**src/rtl/seven_seg_pkg.sv**
```systemverilog
// Shared definitions for the seven-segment scan driver.
//   SEG_W     : segments per digit (a..g)
//   DIGIT_W   : bits per hex digit
//   SEG_BLANK : active-low pattern for a dark digit
//   hex_to_seg: nibble -> active-low segment pattern, bit0=a .. bit6=g
package seven_seg_pkg;

  localparam int SEG_W   = 7;
  localparam int DIGIT_W = 4;
  localparam logic [SEG_W-1:0] SEG_BLANK = 7'h7F;

  function automatic logic [SEG_W-1:0] hex_to_seg(input logic [DIGIT_W-1:0] nib);
    logic [SEG_W-1:0] seg;
    case (nib)
      4'h0:    seg = 7'h40;
      4'h1:    seg = 7'h79;
      4'h2:    seg = 7'h24;
      4'h3:    seg = 7'h30;
      4'h4:    seg = 7'h19;
      4'h5:    seg = 7'h12;
      4'h6:    seg = 7'h02;
      4'h7:    seg = 7'h78;
      4'h8:    seg = 7'h00;
      4'h9:    seg = 7'h10;
      4'hA:    seg = 7'h08;
      4'hB:    seg = 7'h03;
      4'hC:    seg = 7'h46;
      4'hD:    seg = 7'h21;
      4'hE:    seg = 7'h06;
      default: seg = 7'h0E;
    endcase
    return seg;
  endfunction

endpackage

```
**src/rtl/seven_seg_hex_lut.sv**
```systemverilog
// Combinational hex-nibble to seven-segment decoder (active-low).
//   nibble_i : 4-bit hex digit
//   seg_o    : segments, bit0=a .. bit6=g, 0 = lit
module seven_seg_hex_lut
  import seven_seg_pkg::*;
(
  input  logic [DIGIT_W-1:0] nibble_i,
  output logic [SEG_W-1:0]   seg_o
);

  assign seg_o = hex_to_seg(nibble_i);

endmodule

```
**src/rtl/seven_seg_scan_driver.sv**
```systemverilog
// Multi-digit hex display driver with a frame-synchronous double buffer.
// A load strobe captures value/dp/blank into a shadow register; the shadow is
// committed to the active register only at the end of a scan frame, so the
// display never shows a half-updated value. Two output buses are registered
// from the active value: a time-multiplexed scan bus and a parallel bus.
//
// Ports:
//   clk            : clock, rising edge
//   reset          : asynchronous, active-high
//   value_in       : packed digits, digit i = value_in[4i+3:4i]
//   dp_in          : decimal point request per digit, 1 = lit
//   blank_mask     : 1 = force digit dark
//   load           : 1-cycle capture strobe
//   update_pending : shadow holds uncommitted data
//   seg_out        : scan segments, active-low
//   dp_out         : scan decimal point, active-low
//   digit_en       : one-hot-low digit select
//   hex_all        : parallel segments, digit i = [7i+6:7i], active-low
//
// Build option: define LEADING_ZERO_BLANK_EN to darken digits above the most
// significant nonzero digit (digit 0 always shown).
module seven_seg_scan_driver
  import seven_seg_pkg::*;
#(
  parameter int NUM_DIGITS  = 4,
  parameter int REFRESH_DIV = 50000
) (
  input  logic                          clk,
  input  logic                          reset,
  input  logic [DIGIT_W*NUM_DIGITS-1:0] value_in,
  input  logic [NUM_DIGITS-1:0]         dp_in,
  input  logic [NUM_DIGITS-1:0]         blank_mask,
  input  logic                          load,
  output logic                          update_pending,
  output logic [SEG_W-1:0]              seg_out,
  output logic                          dp_out,
  output logic [NUM_DIGITS-1:0]         digit_en,
  output logic [SEG_W*NUM_DIGITS-1:0]   hex_all
);

  localparam int CNT_W = (REFRESH_DIV > 1) ? $clog2(REFRESH_DIV) : 1;
  localparam int IDX_W = (NUM_DIGITS > 1) ? $clog2(NUM_DIGITS) : 1;
  localparam int VAL_W = DIGIT_W * NUM_DIGITS;
  localparam int HEX_W = SEG_W * NUM_DIGITS;
  localparam logic [CNT_W-1:0] CNT_LAST = CNT_W'(REFRESH_DIV - 1);
  localparam logic [IDX_W-1:0] IDX_LAST = IDX_W'(NUM_DIGITS - 1);

  logic [CNT_W-1:0]      cnt_q, cnt_d;
  logic [IDX_W-1:0]      idx_q, idx_d;
  logic [VAL_W-1:0]      sh_val_q, sh_val_d, act_val_q, act_val_d;
  logic [NUM_DIGITS-1:0] sh_dp_q, sh_dp_d, act_dp_q, act_dp_d;
  logic [NUM_DIGITS-1:0] sh_blank_q, sh_blank_d, act_blank_q, act_blank_d;
  logic                  pend_q, pend_d;
  logic [SEG_W-1:0]      seg_q, seg_d;
  logic                  dp_q, dp_d;
  logic [NUM_DIGITS-1:0] en_q, en_d;
  logic [HEX_W-1:0]      hex_q, hex_d;

  logic                  tick;
  logic                  commit;
  logic [HEX_W-1:0]      dec_bus;
  logic [NUM_DIGITS-1:0] dark;
  logic [NUM_DIGITS-1:0] lz_blank;

  assign tick   = (cnt_q == CNT_LAST);
  assign commit = tick && (idx_q == IDX_LAST);

  // Prescaler, scan index and double buffer.
  always_comb begin
    cnt_d       = tick ? '0 : cnt_q + 1'b1;
    idx_d       = idx_q;
    sh_val_d    = sh_val_q;
    sh_dp_d     = sh_dp_q;
    sh_blank_d  = sh_blank_q;
    act_val_d   = act_val_q;
    act_dp_d    = act_dp_q;
    act_blank_d = act_blank_q;
    pend_d      = pend_q;
    if (tick) begin
      idx_d = (idx_q == IDX_LAST) ? '0 : idx_q + 1'b1;
    end
    if (load && commit) begin
      // A load landing on the frame boundary goes straight to the display.
      act_val_d   = value_in;
      act_dp_d    = dp_in;
      act_blank_d = blank_mask;
      pend_d      = 1'b0;
    end else if (load) begin
      sh_val_d   = value_in;
      sh_dp_d    = dp_in;
      sh_blank_d = blank_mask;
      pend_d     = 1'b1;
    end else if (commit && pend_q) begin
      act_val_d   = sh_val_q;
      act_dp_d    = sh_dp_q;
      act_blank_d = sh_blank_q;
      pend_d      = 1'b0;
    end
  end

  // One decoder per digit; the scan bus selects from this bus.
  for (genvar g = 0; g < NUM_DIGITS; g++) begin : g_lut
    seven_seg_hex_lut u_lut (
      .nibble_i (act_val_q[DIGIT_W*g +: DIGIT_W]),
      .seg_o    (dec_bus[SEG_W*g +: SEG_W])
    );
  end

`ifdef LEADING_ZERO_BLANK_EN
  logic zero_run;

  // Walk down from the top digit; a digit is suppressed while every digit
  // from it upward is zero.
  always_comb begin
    lz_blank = '0;
    zero_run = 1'b1;
    for (int i = NUM_DIGITS - 1; i >= 1; i--) begin
      zero_run    = zero_run && (act_val_q[DIGIT_W*i +: DIGIT_W] == '0);
      lz_blank[i] = zero_run;
    end
  end
`else
  assign lz_blank = '0;
`endif

  assign dark = act_blank_q | lz_blank;

  always_comb begin
    hex_d = '0;
    seg_d = SEG_BLANK;
    dp_d  = 1'b1;
    en_d  = '1;
    for (int i = 0; i < NUM_DIGITS; i++) begin
      hex_d[SEG_W*i +: SEG_W] = dark[i] ? SEG_BLANK : dec_bus[SEG_W*i +: SEG_W];
    end
    for (int i = 0; i < NUM_DIGITS; i++) begin
      if (idx_q == IDX_W'(i)) begin
        seg_d    = hex_d[SEG_W*i +: SEG_W];
        dp_d     = dark[i] | ~act_dp_q[i];
        en_d[i]  = 1'b0;
      end
    end
  end

  always_ff @(posedge clk or posedge reset) begin
    if (reset) begin
      cnt_q       <= '0;
      idx_q       <= '0;
      sh_val_q    <= '0;
      sh_dp_q     <= '0;
      sh_blank_q  <= '0;
      act_val_q   <= '0;
      act_dp_q    <= '0;
      act_blank_q <= '0;
      pend_q      <= 1'b0;
      seg_q       <= SEG_BLANK;
      dp_q        <= 1'b1;
      en_q        <= '1;
      hex_q       <= '1;
    end else begin
      cnt_q       <= cnt_d;
      idx_q       <= idx_d;
      sh_val_q    <= sh_val_d;
      sh_dp_q     <= sh_dp_d;
      sh_blank_q  <= sh_blank_d;
      act_val_q   <= act_val_d;
      act_dp_q    <= act_dp_d;
      act_blank_q <= act_blank_d;
      pend_q      <= pend_d;
      seg_q       <= seg_d;
      dp_q        <= dp_d;
      en_q        <= en_d;
      hex_q       <= hex_d;
    end
  end

  assign update_pending = pend_q;
  assign seg_out        = seg_q;
  assign dp_out         = dp_q;
  assign digit_en       = en_q;
  assign hex_all        = hex_q;

endmodule
```
**config.mk**
```make
export PLATFORM = sky130hd
export DESIGN_NAME = seven_seg_scan_driver
export DESIGN_NICKNAME = d
export VERILOG_FILES = /design/src/rtl/seven_seg_pkg.sv /design/src/rtl/seven_seg_hex_lut.sv /design/src/rtl/seven_seg_scan_driver.sv
export SDC_FILE = /design/constraint.sdc
export NUM_CORES = 1
export LEC_CHECK = 0
export CAP_MARGIN = 15
export CORE_MARGIN = 1
export CORE_UTILIZATION = 55
export CTS_BUF_LIST = sky130_fd_sc_hd__clkbuf_2
export DETAILED_ROUTE_END_ITERATION = 7
export PLACE_DENSITY = 0.81
export RECOVER_POWER = 25
export SLEW_MARGIN = 20
export SYNTH_ARGS = -nofsm -noshare
export SYNTH_HDL_FRONTEND = slang
export SYNTH_SLANG_ARGS = --single-unit
```
**constraint.sdc**
```tcl
create_clock -name clk -period 6.82 [get_ports clk]
set_clock_uncertainty 0.15 [all_clocks]
set_input_delay 1.023 -clock clk [delete_from_list [all_inputs] [get_ports clk]]
set_output_delay 1.023 -clock clk [all_outputs]
set_load 0.05 [all_outputs]
```
==> out/qor.txt, run 1 <==
initial antenna violation count -> 0
post-synthesis adder-cell area fraction -> 7.19%
post-DR vias/cell -> 5.86
n_diodes -> 0
Worst R2R Path Depth -> 5
worst hold path class -> reg2reg
commonest cells after routing, fill and taps aside -> dfrtp_1, clkdlybuf4s50_1, dfstp_2
WP buf/inv -> 1
YS warnings -> 0
Tmin final -> 3.16 ns
library cells used by synthesis -> 51
post-cts resize count -> 0
failing checks -> max-capacitance violations, max-slew violations
largest net degree at the start of global routing -> 66
Post-CTS Setup Bufs -> 0
Die ar. -> 10,500 um^2
fin crit share -> 46.3%
Slowest-stage cell, CP -> clkdlybuf4s50_1
placed inst area -> 6230 um^2
critical path required time -> 5.65 ns
Chip Width -> 103 um
Core Area -> 9770 um^2
Tot Pwr -> 1.19 mW
Largest delay share family, worst path -> buffers and inverters
crit path cell chain -> clkdlybuf4s50_1
min-delay src -> cnt_q[11]$_DFF_PP0_
TritonRoute pass-1 iters -> 7
CTS tree -> built
total grt overflow -> 0
WHS -> 0.359 ns
f_max -> 316 MHz
average routed wire per standard cell -> 17.0 um
worst hold stages -> 1
clock transition at the registers of the reported paths -> 0.31 ns
Peak VDD IR -> 102 uV
sequential share of power -> 59.8%
fraction of layout cells with a size suffix above 1 -> 20.7%
DP HPWL -> 8.11 mm
Yosys reg bits -> 107
CTS root buffer -> clkbuf_2
hold_buf cts -> 0
clk sinks -> 107
Reg-to-Reg Start -> cnt_q[7]$_DFF_PP0_
Lkg Pwr -> 2.71 nW
GP Congestion -> 0.864
Crit path largest cell delay -> 0.80 ns
CTS Buf Count -> 9
Nets -> 585
CP Max Fanout -> 1
via count -> 3,893
final wirelength -> 11.3 mm
Critical R2R Capture -> act_val_q[8]$_DFFE_PP0P_
first-pass GRT wire length -> 18.4 mm
Synth Area in Compound Gates -> 15.5%
post-synthesis sequential area ratio -> 49.0%
RSZ-0062 raised after global routing -> false
largest family of logic cells by synthesized area -> compound AO/OA/AOI/OAI gates
Worst setup SP type -> register
status -> complete, but fails checks
Synthesized Nets -> 536
P_int -> 0.825 mW
max cap viols -> 1
multiplexer share of the synthesized area -> 11.1%
most common cell after layout, fill and taps aside -> dfrtp_1
PwrDens -> 188 nW/um^2
Antenna Nets Post-Route -> 0
# DRC -> 0
Net Sw Frac -> 30.7%
CTS Buffer Depth -> 2
Worst EP arrival -> 1.99 ns
post-synthesis xor/xnor area fraction -> 1.89%
EDFF count, synth -> 0
synthesized area -> 5570 um^2
io pins -> 68
Inst Count DP -> 648
Setup CP Type -> reg2out
initial DRC count -> 228
DIE HEIGHT -> 103 um
Fin Setup TNS -> 0 ns
synthesis-to-layout area growth -> 13.6%
Slew HR -> -22.1%
asr flop ratio synth -> 100%
pins over their slew limit -> 44
Skew-Pair Late Insertion Delay -> 0.58 ns
post-route insts no fill -> 664
PortBufs -> 67
Clk pwr share -> 22.8%
simple-gate share of the synthesized area -> 10.3%
Filler cells -> 767
Worst Hold End -> cnt_q[11]$_DFF_PP0_
Post-synth top flop -> dfrtp_1
cell area after layout -> 6330 um^2
combinational share of power -> 17.3%
htree depth -> 3
starting density of the core -> 57.0%
Crit. End Element -> output port
Worst R2R Setup Slack -> 3.90 ns
Rows -> 36
Total GRT Usage -> 23.1%
Setup violations, final -> 0
vias in the first global route -> 3,731
Final Hold Fails -> 0
Syn Area/Cell -> 11.7 um^2
Net Sw Power -> 0.365 mW
Cells after Synth -> 477
Least-Margin Pin Slew -> 1.82 ns
how the worst max path moves through the flow:
stage	startpoint	endpoint	slack, ns	depth (start not counted)
2_1_floorplan	reset	act_blank_q[0]$_DFFE_PP0P_	2.90	1
3_3_place_gp	load	act_val_q[9]$_DFFE_PP0P_	3.52	5
3_5_place_dp	load	act_val_q[1]$_DFFE_PP0P_	3.46	5
4_1_cts	hex_all[0]$_DFF_PP1_	hex_all[0]	3.66	1
5_1_grt	reset	sh_val_q[4]$_DFFE_PP0P_	3.44	3
6_report	hex_all[19]$_DFF_PP1_	hex_all[19]	3.66	1
cell usage after synthesis, drive strengths merged, types with 3 or more instances:
cell     instances  area (um^2)
a2bb2oi          7          105
clkbuf          11         41.3
nand4            3         18.8
nand2           18         75.1
and4             4         35.0
and3             6         37.5
a22oi           36          270
mux4             4         90.1
mux2            27          379
a31oi            4         25.0
or2              8         50.1
buf             19          143
o22ai           11         68.8
nor2            27          101
mux2i           15          150
nand3            8         52.6
a211o            4         35.0
o21ai           40          200
nor2b            5         31.3
xnor2            7         61.3
xor2             5         43.8
dfstp           40         1050
or3              3         18.8
a221o            7         70.1
nor3             9         45.0
nand2b           4         25.0
dfrtp           67         1680
a32o             3         30.0
ha              32          400
inv             25         93.8
flip-flops by register name, indices dropped and copies added (netlist names):
signal / cells
sh_blank_q: 4
seg_out: 7
hex_all: 28
cnt_q: 16
act_val_q: 16
sh_val_q: 16
digit_en: 4
dp_out: 1
idx_q: 2
act_blank_q: 4
act_dp_q: 4
sh_dp_q: 4
update_pending: 1
per-stage QoR:
step | setup slack (ns) | util [%]
floorplan | 2.90 | -
global placement | 3.52 | 63.8
detailed placement | 3.46 | 63.8
CTS | 3.66 | 64.8
global route | 3.44 | 64.8
finish | 3.66 | 64.8
worst reg2reg max path, delay by kind of cell, from the launching register on:
kind / cells / cell delay, ns
AND/OR/NAND/NOR: 4 / 2.05
flip-flops: 1 / 0.51
AO/OA/AOI/OAI: 1 / 0.16
cells by family after synthesis:
logic type      count (synthesis)
compound gates                120
xor+xnor                       12
fa+ha+maj                      32
buf+inv                        56
flops                         107
mux                            46
simple gates                  104
power by group through the flow:
| stage | registers, mW | logic [mW] | clock network, mW |
|---|---|---|---|
| global placement | 0.719 | 0.202 | 0 |
| floorplan | 0.761 | 0.103 | 0 |
| detailed placement | 0.721 | 0.207 | 0 |
| finish | 0.712 | 0.206 | 0.272 |
| CTS | 0.712 | 0.208 | 0.275 |
| global route | 0.718 | 0.223 | 0.299 |
cell type report:
type | count | area, um^2 | share of cell area (%)
multi-input cells | 314 | 2560 | 40.5
clock inverters | 6 | 47.5 | 0.751
inverters | 26 | 98.8 | 1.56
well taps | 133 | 166 | 2.63
flip-flops and latches | 107 | 2730 | 43.1
repair buffers | 68 | 678 | 10.7
clock buffers | 10 | 50.0 | 0.791
routing by layer:
metal	part of all wire [%]	track usage [%]	up-vias
met2	50	38.7	118
li1	-	-	1818
met5	0	0	-
met1	44	29.8	1931
met4	2.5	10.0	0
met3	3.8	3.46	26
(Power assumes the default switching activity.)
==> run 2, diff against run 1 <==
--- a/config.mk
+++ b/config.mk
@@ -7,10 +7,10 @@
 export LEC_CHECK = 0
 export CAP_MARGIN = 15
 export CORE_MARGIN = 1
-export CORE_UTILIZATION = 55
+export CORE_UTILIZATION = 52
 export CTS_BUF_LIST = sky130_fd_sc_hd__clkbuf_2
 export DETAILED_ROUTE_END_ITERATION = 7
-export PLACE_DENSITY = 0.81
+export PLACE_DENSITY = 0.8
 export RECOVER_POWER = 25
 export SLEW_MARGIN = 20
 export SYNTH_ARGS = -nofsm -noshare
==> constraint.sdc (replaced) <==
create_clock -name clk -period 2.8 [get_ports clk]
set_clock_uncertainty 0.15 [all_clocks]
set_input_delay 0.42 -clock clk [delete_from_list [all_inputs] [get_ports clk]]
set_output_delay 0.42 -clock clk [all_outputs]
set_load 0.05 [all_outputs]
==> run 2 against run 1 <==
  * Via count up 0.90%
  * Largest cell class unchanged
  * Clock-buffer cell count fell by 1
  * Power is 140% higher
  * Utilization decreased by 3.1 points
  * Worst setup slack worse by 3.5 ns
  * Hold slack got worse by 0.081 ns
  * Register-to-register slack worse by 3.7 ns
  * The flow still finishes with violations (max-capacitance violations, max-slew violations)
  * Die area up 5.7%
  * Cell count rose by 1.8%
  * Sequential cell count unchanged
==> out/qor.txt, run 2 (same netlist as run 1, synthesis figures left out) <==
status -> complete, but fails checks
failing checks -> max-capacitance violations, max-slew violations
Total GRT Usage -> 22.4% (-0.65 points)
synthesis-to-layout area growth -> 14.7%
RSZ-0062 raised after global routing -> false
Skew-Pair Late Insertion Delay -> 0.61 ns (+0.03 ns)
Antenna Nets Post-Route -> 0 (unchanged)
PortBufs -> 67 (unchanged)
Reg-to-Reg Start -> cnt_q[7]$_DFF_PP0_
Least-Margin Pin Slew -> 1.54 ns (-0.277 ns)
Setup violations, final -> 0 (unchanged)
max FFs per register -> 28 (unchanged)
Worst R2R Setup Slack -> 0.17 ns (-3.73 ns)
# DRC -> 0 (unchanged)
cell area after layout -> 6390 um^2 (+0.97%)
Core Area -> 10,400 um^2 (+6.1%)
CTS tree -> built
pins over their slew limit -> 35 (-20%)
fin crit share -> 93.9%
Critical R2R Capture -> sh_val_q[10]$_DFFE_PP0P_
worst setup margin -> 0.170 ns (-3.49 ns)
fraction of layout cells with a size suffix above 1 -> 21.1% (+0.40 points)
Crit. End Element -> register
Rows -> 37 (+2.8%)
Tmin final -> 2.63 ns
TritonRoute pass-1 iters -> 5 (-2)
Chip Width -> 106 um (+2.8%)
most common cell after layout, fill and taps aside -> dfrtp_1
Peak VDD IR -> 253 uV (+150%)
vias in the first global route -> 3,899 (+4.5%)
starting density of the core -> 53.7% (-3.3 points)
via count -> 3,928 (+0.90%)
Filler cells -> 823 (+7.3%)
CTS Buffer Depth -> 2 (unchanged)
Inst Count DP -> 660 (+1.9%)
first-pass GRT wire length -> 19.5 mm (+5.9%)
io pins -> 68 (unchanged)
f_max -> 380 MHz
Largest delay share family, worst path -> simple AND/OR/NAND/NOR gates
final wirelength -> 11.7 mm (+3.9%)
Fin Setup TNS -> 0 ns (unchanged)
Lkg Pwr -> 2.75 nW (+1.6%)
crit path cell chain -> or4_4 > nor4_4 > nand3_4 > nand2_4 > mux2_2
n_diodes -> 0 (unchanged)
htree depth -> 3 (unchanged)
CTS Buf Count -> 9 (unchanged)
max cap viols -> 1 (unchanged)
clock transition at the registers of the reported paths -> 0.29 ns (-0.02 ns)
initial antenna violation count -> 0 (unchanged)
Worst EP arrival -> 3.02 ns (+1.03 ns)
Nets -> 594 (+1.5%)
Crit path largest cell delay -> 0.57 ns (-0.23 ns)
Post-CTS Setup Bufs -> 0 (unchanged)
PwrDens -> 454 nW/um^2 (+140%)
WP buf/inv -> 0 (-1)
area occupied by multi-input gates -> 2560 um^2 (unchanged)
worst hold path class -> in2async
Tot Pwr -> 2.90 mW (+140%)
critical path required time -> 3.19 ns (-2.46 ns)
largest net degree at the start of global routing -> 35 (-47%)
post-DR vias/cell -> 5.81 (-0.89%)
Worst R2R Path Depth -> 5 (unchanged)
DP HPWL -> 8.56 mm (+5.6%)
total grt overflow -> 0 (unchanged)
average routed wire per standard cell -> 17.4 um (+2.1%)
hold_buf cts -> 0 (unchanged)
register area -> 2730 um^2 (unchanged)
Die ar. -> 11,100 um^2 (+5.7%)
Setup CP Type -> reg2reg
placed inst area -> 6330 um^2 (+1.6%)
clk sinks -> 107 (unchanged)
post-cts resize count -> 0 (unchanged)
DIE HEIGHT -> 106 um (+2.8%)
Slowest-stage cell, CP -> or4_4
CTS root buffer -> clkbuf_2
commonest cells after routing, fill and taps aside -> dfrtp_1, clkdlybuf4s50_1, dfstp_2
Final Hold Fails -> 0 (unchanged)
post-route insts no fill -> 676 (+1.8%)
pre-CTS setup slack -> 0.192 ns (-3.27 ns)
Slew HR -> -2.98% (+19 points)
initial DRC count -> 253 (+11%)
Worst setup SP type -> register
CP Max Fanout -> 24 (+23)
GP Congestion -> 0.851 (-1.5%)
## run 2: through the flow
stage / util [%] / hold WS, ns
2_1_floorplan: - / 0.302
3_3_place_gp: 61.1 / 0.323
3_5_place_dp: 61.1 / 0.328
4_1_cts: 62.0 / 0.0346
5_1_grt: 61.6 / 0.261
6_report: 61.6 / 0.278
## run 2: where the power goes
group	total, mW	internal [mW]	switching (mW)
clock network	0.658	0.126	0.532
registers	1.74	1.66	0.0752
logic	0.510	0.222	0.288
total	2.90	2.01	0.895
## run 2: layer usage
metal  part of all wire (%)  track usage (%)  up-vias
li1                       -                -     1823
met4                    1.9             8.43        0
met2                     49             38.1      130
met1                     44             29.0     1949
met3                    4.6             3.46       26
met5                      0                0        -
## run 2: layout make-up
type                            count  area share (%)
Clock buffer                        9           0.705
Clock inverter                      7           0.763
Inverter                           26            1.55
Multi-Input combinational cell    314            40.1
Sequential cell                   107            42.7
Tap cell                          136            2.66
Timing Repair Buffer               77            11.6
## run 2: worst max path at each step
| stage | end | slack, ns | cells after the start | from |
|---|---|---|---|---|
| final | sh_val_q[10]$_DFFE_PP0P_ | 0.17 | 5 | cnt_q[7]$_DFF_PP0_ |
| after global routing | act_dp_q[0]$_DFFE_PP0P_ | 0.06 | 6 | cnt_q[7]$_DFF_PP0_ |
| after CTS | sh_val_q[10]$_DFFE_PP0P_ | 0.19 | 5 | cnt_q[7]$_DFF_PP0_ |
| after detailed placement | sh_val_q[10]$_DFFE_PP0P_ | 0.19 | 5 | cnt_q[7]$_DFF_PP0_ |
| after global placement | sh_val_q[13]$_DFFE_PP0P_ | 0.26 | 5 | cnt_q[7]$_DFF_PP0_ |
| after floorplan | sh_blank_q[0]$_DFFE_PP0P_ | 0.42 | 6 | cnt_q[7]$_DFF_PP0_ |
## run 2: worst reg2reg max path, cell delays in order (launching register included)
cell	delay, ns
dfrtp_1	0.51
or4_4	0.57
nor4_4	0.43
nand3_4	0.13
nand2_4	0.40
mux2_2	0.39
==> run 3, diff against run 2 <==
--- a/config.mk
+++ b/config.mk
@@ -7,10 +7,10 @@
 export LEC_CHECK = 0
 export CAP_MARGIN = 15
 export CORE_MARGIN = 1
-export CORE_UTILIZATION = 52
+export CORE_UTILIZATION = 45
 export CTS_BUF_LIST = sky130_fd_sc_hd__clkbuf_2
 export DETAILED_ROUTE_END_ITERATION = 7
-export PLACE_DENSITY = 0.8
+export PLACE_DENSITY = 0.71
 export RECOVER_POWER = 25
 export SLEW_MARGIN = 20
 export SYNTH_ARGS = -nofsm -noshare
==> run 3 against run 2 <==
  * Sequential cell count unchanged
  * Via count down 2.0%
  * Register-to-register slack about the same
  * Cell count up 4.6%
  * The run now ends clean
  * Power down 0.47%
  * Clock-buffer cell count up 1
  * Sequential share of layout area down 0.20 points
  * Die area up 15%
  * Combinational power down 1%
  * Routed wire length up 1.7%
==> out/qor.txt, run 3 (same netlist as run 1, synthesis figures left out) <==
CP Max Fanout -> 24 (unchanged)
final wirelength -> 11.9 mm (+1.7%)
Fin Setup TNS -> 0 ns (unchanged)
average routed wire per standard cell -> 16.9 um (-2.8%)
post-DR vias/cell -> 5.45 (-6.3%)
total grt overflow -> 0 (unchanged)
Slew HR -> 10.9% (+14 points)
worst setup margin -> 0.173 ns (+0.00210 ns)
Chip Width -> 113 um (+7.4%)
# DRC -> 0 (unchanged)
pre-CTS setup slack -> 0.177 ns (-0.0147 ns)
Crit. End Element -> register
Tot Pwr -> 2.89 mW (-0.47%)
synthesis-to-layout area growth -> 15.3%
most common cell after layout, fill and taps aside -> dfrtp_1
largest net degree at the start of global routing -> 56 (+60%)
CTS Buf Count -> 9 (unchanged)
CTS tree -> built
worst hold path class -> in2async
Worst EP arrival -> 3.04 ns (+0.02 ns)
Skew-Pair Late Insertion Delay -> 0.62 ns (about the same)
Tmin final -> 2.63 ns (-0.00210 ns)
Reg-to-Reg Start -> cnt_q[7]$_DFF_PP0_
Antenna Nets Post-Route -> 0 (unchanged)
Nets -> 593 (-0.17%)
fin crit share -> 93.8% (about the same)
DP HPWL -> 8.56 mm (about the same)
Peak VDD IR -> 300 uV (+19%)
PwrDens -> 450 nW/um^2 (-0.94%)
fraction of layout cells with a size suffix above 1 -> 21.9% (+0.78 points)
hold_buf cts -> 0 (unchanged)
RSZ-0062 raised after global routing -> false
max FFs per register -> 28 (unchanged)
initial antenna violation count -> 0 (unchanged)
n_diodes -> 0 (unchanged)
Least-Margin Pin Slew -> 1.34 ns (-0.208 ns)
f_max -> 381 MHz (about the same)
status -> finished clean
cell area after layout -> 6420 um^2 (+0.47%)
clock transition at the registers of the reported paths -> 0.30 ns (about the same)
TritonRoute pass-1 iters -> 5 (unchanged)
CTS root buffer -> clkbuf_2
Critical R2R Capture -> sh_val_q[12]$_DFFE_PP0P_
Final Hold Fails -> 0 (unchanged)
DIE HEIGHT -> 113 um (+7.4%)
starting density of the core -> 46.2% (-7.5 points)
Setup violations, final -> 0 (unchanged)
commonest cells after routing, fill and taps aside -> dfrtp_1, clkdlybuf4s50_1, dfstp_2
initial DRC count -> 202 (-20%)
placed inst area -> 6360 um^2 (+0.51%)
pins over their slew limit -> 0 (-100%)
max cap viols -> 0 (-1)
via count -> 3,851 (-2.0%)
Total GRT Usage -> 19.9% (-2.5 points)
htree depth -> 3 (unchanged)
Worst R2R Path Depth -> 5 (unchanged)
Lkg Pwr -> 2.75 nW (about the same)
GP Congestion -> 0.811 (-4.7%)
critical path required time -> 3.21 ns (+0.02 ns)
PortBufs -> 67 (unchanged)
Core Area -> 12,100 um^2 (+16%)
vias in the first global route -> 3,837 (-1.6%)
CTS Buffer Depth -> 2 (unchanged)
Setup CP Type -> reg2reg
post-cts resize count -> 0 (unchanged)
clk sinks -> 107 (unchanged)
Die ar. -> 12,800 um^2 (+15%)
Worst R2R Setup Slack -> 0.17 ns (about the same)
Rows -> 40 (+8.1%)
Inst Count DP -> 691 (+4.7%)
io pins -> 68 (unchanged)
Post-CTS Setup Bufs -> 0 (unchanged)
first-pass GRT wire length -> 19.9 mm (+2.0%)
Worst setup SP type -> register
post-route insts no fill -> 707 (+4.6%)
## run 3: power breakdown
group	internal, mW	switching, mW	total [mW]
combinational	0.221	0.285	0.505
sequential	1.66	0.0743	1.73
clock	0.126	0.525	0.650
## run 3: critical path, stage by stage, from the launching register on
cell	delay, ns
dfrtp_1	0.51
or4_4	0.57
nor4_4	0.43
nand3_4	0.13
nand2_4	0.41
mux2_2	0.39
## run 3: worst max path at each step
| stage | start | endpoint | slack, ns | cells past startpoint |
|---|---|---|---|---|
| 2_1_floorplan | cnt_q[7]$_DFF_PP0_ | sh_blank_q[0]$_DFFE_PP0P_ | 0.42 | 6 |
| 3_3_place_gp | cnt_q[7]$_DFF_PP0_ | sh_val_q[10]$_DFFE_PP0P_ | 0.24 | 5 |
| 3_5_place_dp | cnt_q[7]$_DFF_PP0_ | sh_val_q[12]$_DFFE_PP0P_ | 0.18 | 5 |
| 4_1_cts | digit_en[2]$_DFF_PP1_ | digit_en[2] | 0.17 | 1 |
| 5_1_grt | cnt_q[7]$_DFF_PP0_ | act_dp_q[1]$_DFFE_PP0P_ | 0.11 | 6 |
| 6_report | cnt_q[7]$_DFF_PP0_ | sh_val_q[12]$_DFFE_PP0P_ | 0.17 | 5 |
## run 3: area by class of cell
type	instances	area, um^2
Fill cell	1069	5640
Sequential cell	107	2730
Multi-Input combinational cell	314	2560
Timing Repair Buffer	76	733
Tap cell	168	210
Inverter	26	98.8
Clock buffer	10	50.0
Clock inverter	6	40.0
## run 3: metal layers
layer  vias up  routed length [um]  track usage, %
met5         -                   0               0
met4         0                 166            5.70
met3        14                 517            4.23
met2       100                5960            34.2
met1      1906                5280            25.4
li1       1831                   -               -
## run 3: metrics by stage
step	hold WS, ns	utilization, %
6_report	0.131	53.2
5_1_grt	0.122	53.2
4_1_cts	0.0186	53.5
3_5_place_dp	0.326	52.8
3_3_place_gp	0.324	52.8
2_1_floorplan	0.302	-
